[config.mk]
export PLATFORM = sky130hd
export DESIGN_NAME = prog_sequencer
export DESIGN_NICKNAME = d
export VERILOG_FILES = /design/src/rtl/prog_sequencer.sv
export SDC_FILE = /design/constraint.sdc
export NUM_CORES = 1
export LEC_CHECK = 0
export BUFFER_PORTS_ARGS = -buffer_cell sky130_fd_sc_hd__buf_2
export CAP_MARGIN = 25
export CORE_ASPECT_RATIO = 0.7
export CORE_UTILIZATION = 49
export CTS_BUF_LIST = sky130_fd_sc_hd__clkbuf_16
export DETAILED_ROUTE_END_ITERATION = 8
export PLACE_DENSITY = 0.74
export SETUP_SLACK_MARGIN = 0.5
export SLEW_MARGIN = 20
export SYNTH_ARGS = -nofsm -noshare
export SYNTH_HDL_FRONTEND = slang
export SYNTH_SLANG_ARGS = --single-unit
[constraint.sdc]
create_clock -name clk -period 4.1 [get_ports clk]
set_input_delay 0.615 -clock clk [delete_from_list [all_inputs] [get_ports clk]]
set_output_delay 0.615 -clock clk [all_outputs]
set_load 0.005 [all_outputs]
[src/rtl/prog_sequencer.sv]
// prog_sequencer: run-control FSM driving the instruction fetch address.
// Handles req/done handshake, stalls, halt/end termination and a branch LUT.
module prog_sequencer #(
    parameter int D          = 12,
    parameter int L          = 2,
    parameter int C          = 16,
    parameter int START_ADDR = 0,
    parameter int END_ADDR   = 128
) (
    input  logic         clk,
    input  logic         reset,
    input  logic         req,
    input  logic         stall,
    input  logic         halt,
    input  logic         branch_en,
    input  logic         branch_taken,
    input  logic         jump_abs,
    input  logic [L-1:0] lut_sel,
    input  logic         lut_wr_en,
    input  logic [L-1:0] lut_wr_idx,
    input  logic [D-1:0] lut_wr_data,
    output logic [D-1:0] prog_ctr,
    output logic         fetch_en,
    output logic         busy,
    output logic         done,
    output logic [C-1:0] cycle_cnt
);

    localparam logic [1:0] S_IDLE = 2'd0;
    localparam logic [1:0] S_RUN  = 2'd1;
    localparam logic [1:0] S_DONE = 2'd2;

    localparam int N = 1 << L;

    // An end address outside the PC range can never be reached, so the
    // compare is disabled instead of matching a truncated value.
    localparam bit END_OK = (END_ADDR >= 0) &&
                            (longint'(END_ADDR) < (longint'(1) << D));
    localparam logic [D-1:0] END_PC   = END_OK ? D'(END_ADDR) : '0;
    localparam logic [D-1:0] START_PC = D'(START_ADDR);
    localparam logic [C-1:0] CNT_MAX  = '1;

    logic [1:0]   state;
    logic [D-1:0] lut [N];
    logic [D-1:0] tgt;
    logic [D-1:0] pc_next;
    logic         at_end;

    assign busy     = (state == S_RUN);
    assign done     = (state == S_DONE);
    assign fetch_en = busy && !stall;
    assign tgt      = lut[lut_sel];
    assign at_end   = END_OK && (prog_ctr == END_PC);

    // Next PC for an unstalled, non-terminating RUN cycle
    always_comb begin
        pc_next = prog_ctr + D'(1);
        if (branch_en && branch_taken) begin
            pc_next = jump_abs ? tgt : prog_ctr + tgt;
        end
    end

    // Run-control state, program counter and saturating cycle counter
    always_ff @(posedge clk) begin
        if (reset) begin
            state     <= S_IDLE;
            prog_ctr  <= '0;
            cycle_cnt <= '0;
        end else begin
            case (state)
                S_IDLE: begin
                    if (req) begin
                        state     <= S_RUN;
                        prog_ctr  <= START_PC;
                        cycle_cnt <= '0;
                    end
                end
                S_RUN: begin
                    if (cycle_cnt != CNT_MAX) begin
                        cycle_cnt <= cycle_cnt + C'(1);
                    end
                    if (!stall) begin
                        if (halt || at_end) begin
                            state <= S_DONE;
                        end else begin
                            prog_ctr <= pc_next;
                        end
                    end
                end
                S_DONE: begin
                    if (!req) begin
                        state <= S_IDLE;
                    end
                end
                default: state <= S_IDLE;
            endcase
        end
    end

    // Branch-target LUT; reads above see the pre-edge contents
    always_ff @(posedge clk) begin
        if (reset) begin
            for (int i = 0; i < N; i++) begin
                lut[i] <= '0;
            end
        end else if (lut_wr_en) begin
            lut[lut_wr_idx] <= lut_wr_data;
        end
    end

endmodule
# Word level (Yosys, flattened, before mapping)
# Memories as Yosys holds them, arrays and structs flattened.
# Index checks and enable logic that the tools add are counted.
[word_totals]
regBits = 30
ramBits = 48
inputBits = 25
wordCells = 49
n_memories = 1
[classes]
addsub = 3
n_eq_ne = 10
n_mux = 22
reduce_logical = 10
[mem_list]
columns = ["memory", "words", "width", "read_ports", "rd_ports_with_merged_regs", "write_ports", "line", "rtl"]
rows = [
  ["lut", 4, 12, 1, 0, 4, "44", "logic [D-1:0] lut [N];"],
]
[op_table]
columns = ["cell", "count"]
rows = [
  ["two-way mux 12 bit", 6],
  ["two-way mux 16 bit", 2],
  ["case mux 16 bit (2 select lines)", 1],
  ["case mux 12 bit (2 select lines)", 1],
  ["adder 16 x 1 -> 16 bit (second input constant)", 1],
  ["!= test 16 bit (second input constant)", 1],
  ["adder 12 x 1 -> 12 bit (second input constant)", 1],
  ["adder 12 bit", 1],
  ["== test 12 x 8 -> 1 bit (second input constant)", 1],
  ["OR reduction 12 bit", 1],
  ["two-way mux 2 bit", 5],
  ["!= test 2 bit (second input constant)", 4],
  ["AND reduction 4 bit", 2],
  ["two-way mux 1 bit", 6],
  ["case mux 2 bit (3 select lines)", 1],
  ["!= test 2 x 1 -> 1 bit (second input constant)", 2],
  ["AND reduction 3 bit", 1],
  ["== test 2 x 1 -> 1 bit (second input constant)", 1],
  ["== test 2 bit (second input constant)", 1],
  ["logical AND 1 bit", 2],
  ["zero test 2 bit", 1],
  ["nonzero test 2 bit", 1],
  ["zero test 1 bit", 1],
  ["logical OR 1 bit", 1],
]

# Logic depth before layout (Yosys ltp)
# An unclocked memory read counts as a cell.
[depth]
depth_word = 7
depth_mapped = 9
mapped_depth_nobuf = 9

# Least setup slack after synthesis
# OpenSTA, ideal clock, no wires.
[synth_path]
path_kind = "input to register"
from = "in lut_sel[0]"
to = "reg prog_ctr[10]"
t_arrival_ps = 3186
required_ps = 4005
setup_slack_ps = 819
cell_stages = 9
cell_sequence = "buf_2 mux4_2 fa_1 a21o_1 a221oi_1 o21ai_0 a221oi_1 xor2_1 o311ai_1"
[synth_between]
elab_chain_len = 7
[synth_lines]
columns = ["element", "line", "rtl"]
rows = [
  ["start, declared", "18", "input logic [L-1:0] lut_sel,"],
  ["memory read (4 x 12 bit) (*)", "n/a", ""],
  ["adder 12 bit", "59", "pc_next = jump_abs ? tgt : prog_ctr + tgt;"],
  ["two-way mux 12 bit (*)", "59", ""],
  ["two-way mux 12 bit (*)", "58", "if (branch_en && branch_taken) begin"],
  ["two-way mux 12 bit (*)", "83", "if (halt || at_end) begin"],
  ["two-way mux 12 bit (*)", "82", "if (!stall) begin"],
  ["case mux 12 bit (2 select lines) (*)", "70", "case (state)"],
  ["end signal, assigned", "86", "prog_ctr <= pc_next;"],
  ["end, declared", "22", "output logic [D-1:0] prog_ctr,"],
]
# Mark *: on every way between the ends. The rest lies on a longest branch, timed or not. The select of a mux whose other input is x is not followed.
# A chain may end at the register's enable or synchronous reset.

# Worst setup path in the final report
# Same ends and word-level chain as after synthesis.

==> flow_metrics.tcl <==
set metrics [dict create \
    num_io_pins 56 \
    synth-edff-count 48 \
    fin_ws_ns 0.8118 \
    insertion_delay_ns 0.34 \
    cap_violations 0 \
    async_flop_share_pct 0 \
    drt_iter0_drc 264 \
    layout.nets 519 \
    ys_types 56 \
    cts_num_sinks 78 \
    ys_warn_count 0 \
    clkTransAtPathRegs_ns 0.06 \
    irDropWorstVdd_uv 230.4 \
    dr.pass1.iters 7 \
    max_freq_mhz 304.1 \
    antenna_found_initial 0 \
    multi_input_area_um2 2228 \
    cts_tree "built" \
    holdPathStages 2 \
    syn_area_per_cell_um2 10.38 \
    syn_inst 421 \
    slew_headroom_pct 42.33 \
    post_cts_buffers 0 \
    outcome "completed" \
    finalHoldViolations 0 \
    dp_slack_ns 0.4521 \
    io_buffers 55 \
    p_per_area_nw_per_um2 360.8 \
    hp-start "cycle_cnt[1]" \
    nFillCells 761 \
    wl_per_cell_um 16.82 \
    p_int_uw 1362 \
    die_area_um2 9305 \
    drive_above_1_share_pct 18.39 \
    p_leak_uw 0.001985 \
    layout_common_cells "55 x buf_2, 50 x and2_1, 48 x edfxtp_1" \
    fin_crit_sh_pct 80.20 \
    swShare_pct 25.06 \
    tightest_slew_ns 0.8572 \
    r2r-end "prog_ctr[10]" \
    gp_congestion 0.9186 \
    layout_min_cycle_time_ns 3.288 \
    drt.antenna.violating_nets 0 \
    comb_power_share_pct 11.6 \
    grt_usage_pct 23.63 \
    grt_first_pass_wirelength_um 16220 \
    seq_power_share_pct 49.1 \
    p_switching_uw 455.3 \
    synth_top_area_share_pct 32.99 \
    r2r-start "lut[3][0]" \
    clockRootBuffer "clkbuf_16" \
    cp.arrival_ns 3.53 \
    crit_type "input port to register" \
    synth_fp_nets 461 \
    end_kind "register" \
    seq_area_um2 2042 \
    synthToLayoutAreaGrowth_pct 15.26 \
    initial_core_util_pct 51.11 \
    rsz0062_at_grt "no" \
    mostFrequentLayoutCell "buf_2" \
    hold_buffers 0 \
    fp.dieW_um 114.9 \
    viasPerCell 5.732 \
    crit_required_ns 4.34 \
    synth_flop_cell "edfxtp_1" \
    cts.repair.resized 0 \
    cts_inserted_buffers 9 \
    tns_ns 0 \
    antenna_cells 0 \
    rr_worst_depth 9 \
    place_hpwl_um 7460 \
    skew_ns 0.005121 \
    cts-htree-levels 3 \
    path_max_fanout 8 \
    die_h_um 81.01 \
    grt_max_degree 24 \
    clockBufferDepth 2 \
    final-setup-viol-count 0 \
    grt_pass1_vias 3208 \
    route.detailed.drc 0 \
    wl_um 10160 \
    ys_ff_latch 78 \
    row_count 28 \
    synth_top_cells_by_area "edfxtp_1 33%, dfxtp_1 14%, and2_1 7.2%" \
    drv_slew 0 \
    syn_area_um2 4369 \
    design.core.area_um2 8548 \
    grt_overflow 0 \
    rrSetupSlack_ns 1.02 \
    seq_area_frac_synth_pct 46.74 \
    crit_path_start_kind "input port" \
    hold_end "cycle_cnt[1]" \
    routed-via-count 3462 \
    p_clk_share_pct 39.3 \
    hold_class "register to register" \
    yosysTopAreaCell "edfxtp_1" \
]
how the worst max path moves through the flow:
stage / from / endpoint / cells past startpoint
after floorplan: lut_sel[0] / prog_ctr[10] / 9
after global placement: lut_sel[0] / prog_ctr[10] / 10
after detailed placement: lut_sel[0] / prog_ctr[10] / 10
after CTS: lut_sel[0] / prog_ctr[10] / 10
after global routing: lut_sel[0] / prog_ctr[10] / 10
final: lut_sel[0] / prog_ctr[10] / 10
metrics by stage:
step / hold slack, ns / cells / power (µW) / util [%] / instance area (µm²)
3_5_place_dp: 0.5073 / 588 / 1117 / 55.85 / 4775
2_1_floorplan: 0.4914 / 421 / 1047 / - / 4369
5_1_grt: 0.5497 / 604 / 1882 / 58.91 / 5036
4_1_cts: 0.5280 / 604 / 1825 / 58.91 / 5036
3_3_place_gp: 0.4935 / 588 / 1109 / 55.85 / 4775
6_report: 0.5217 / 604 / 1817 / 58.91 / 5036
state kept, by name, summed over array words and instances, names as in the netlist:
register and flops:
lut 48, cycle_cnt 16, prog_ctr 12, state 2
power by group through the flow:
stage | logic [µW] | registers (µW) | clock network (µW)
after detailed placement | 208 | 909 | 0
after CTS | 210 | 892 | 724
final | 211 | 891 | 714
after floorplan | 147 | 901 | 0
after global routing | 234 | 895 | 753
after global placement | 202 | 907 | 0
cells in the mapped netlist, types with 3 or more instances:
library cell / n
o21ai_0: 17
clkbuf_1: 9
and3_1: 3
nand4_1: 7
and2_1: 50
dfxtp_1: 30
edfxtp_1: 48
inv_1: 11
nand2b_1: 5
nor4_1: 5
ha_1: 14
xor2_1: 15
a21oi_1: 22
a21o_1: 6
nand2_1: 31
a22o_1: 3
nor3_1: 5
or2_2: 3
nor3b_1: 4
mux2i_1: 6
nor2_1: 32
a211oi_1: 5
xnor2_1: 9
mux4_2: 12
o21bai_1: 3
or4_1: 4
nor2b_1: 3
nand3_1: 23
logic make-up (layout without fill, tap and decap cells):
group / count (synthesis) / in the layout / share of synthesized area (%)
flip-flops: 78 / 78 / 46.74
XOR/XNOR: 24 / 24 / 4.811
multiplexers: 18 / 18 / 7.560
adder cells (fa/ha/maj): 15 / 15 / 4.467
AND/OR/NAND/NOR: 184 / 184 / 22.57
AO/OA/AOI/OAI: 78 / 78 / 11.60
buffers and inverters: 24 / 87 / 2.262
metal layers:
metal | part of all wire [%] | GRT usage [%] | up-vias
met5 | 0 | 0 | -
met4 | 1.1 | 9.610 | 0
met3 | 5.8 | 6.045 | 11
met2 | 45 | 36.57 | 117
met1 | 48 | 31.89 | 1671
li1 | - | - | 1663
cell type report:
class	instances	share of cell area, %
clock inverters	7	0.7205
clock buffers	9	4.472
repair buffers	60	6.211
flip-flops and latches	78	40.55
multi-input cells	319	44.25
inverters	11	0.8199
well taps	120	2.981
worst max-delay path, stage by stage:
cell	delay [ns]
buf_2	0.23
mux4_2	0.55
ha_1	0.23
fa_1	0.41
a21o_1	0.20
a221oi_1	0.46
o21ai_0	0.16
a221oi_1	0.34
xor2_1	0.11
o311ai_1	0.24
(Power assumes the default switching activity.)
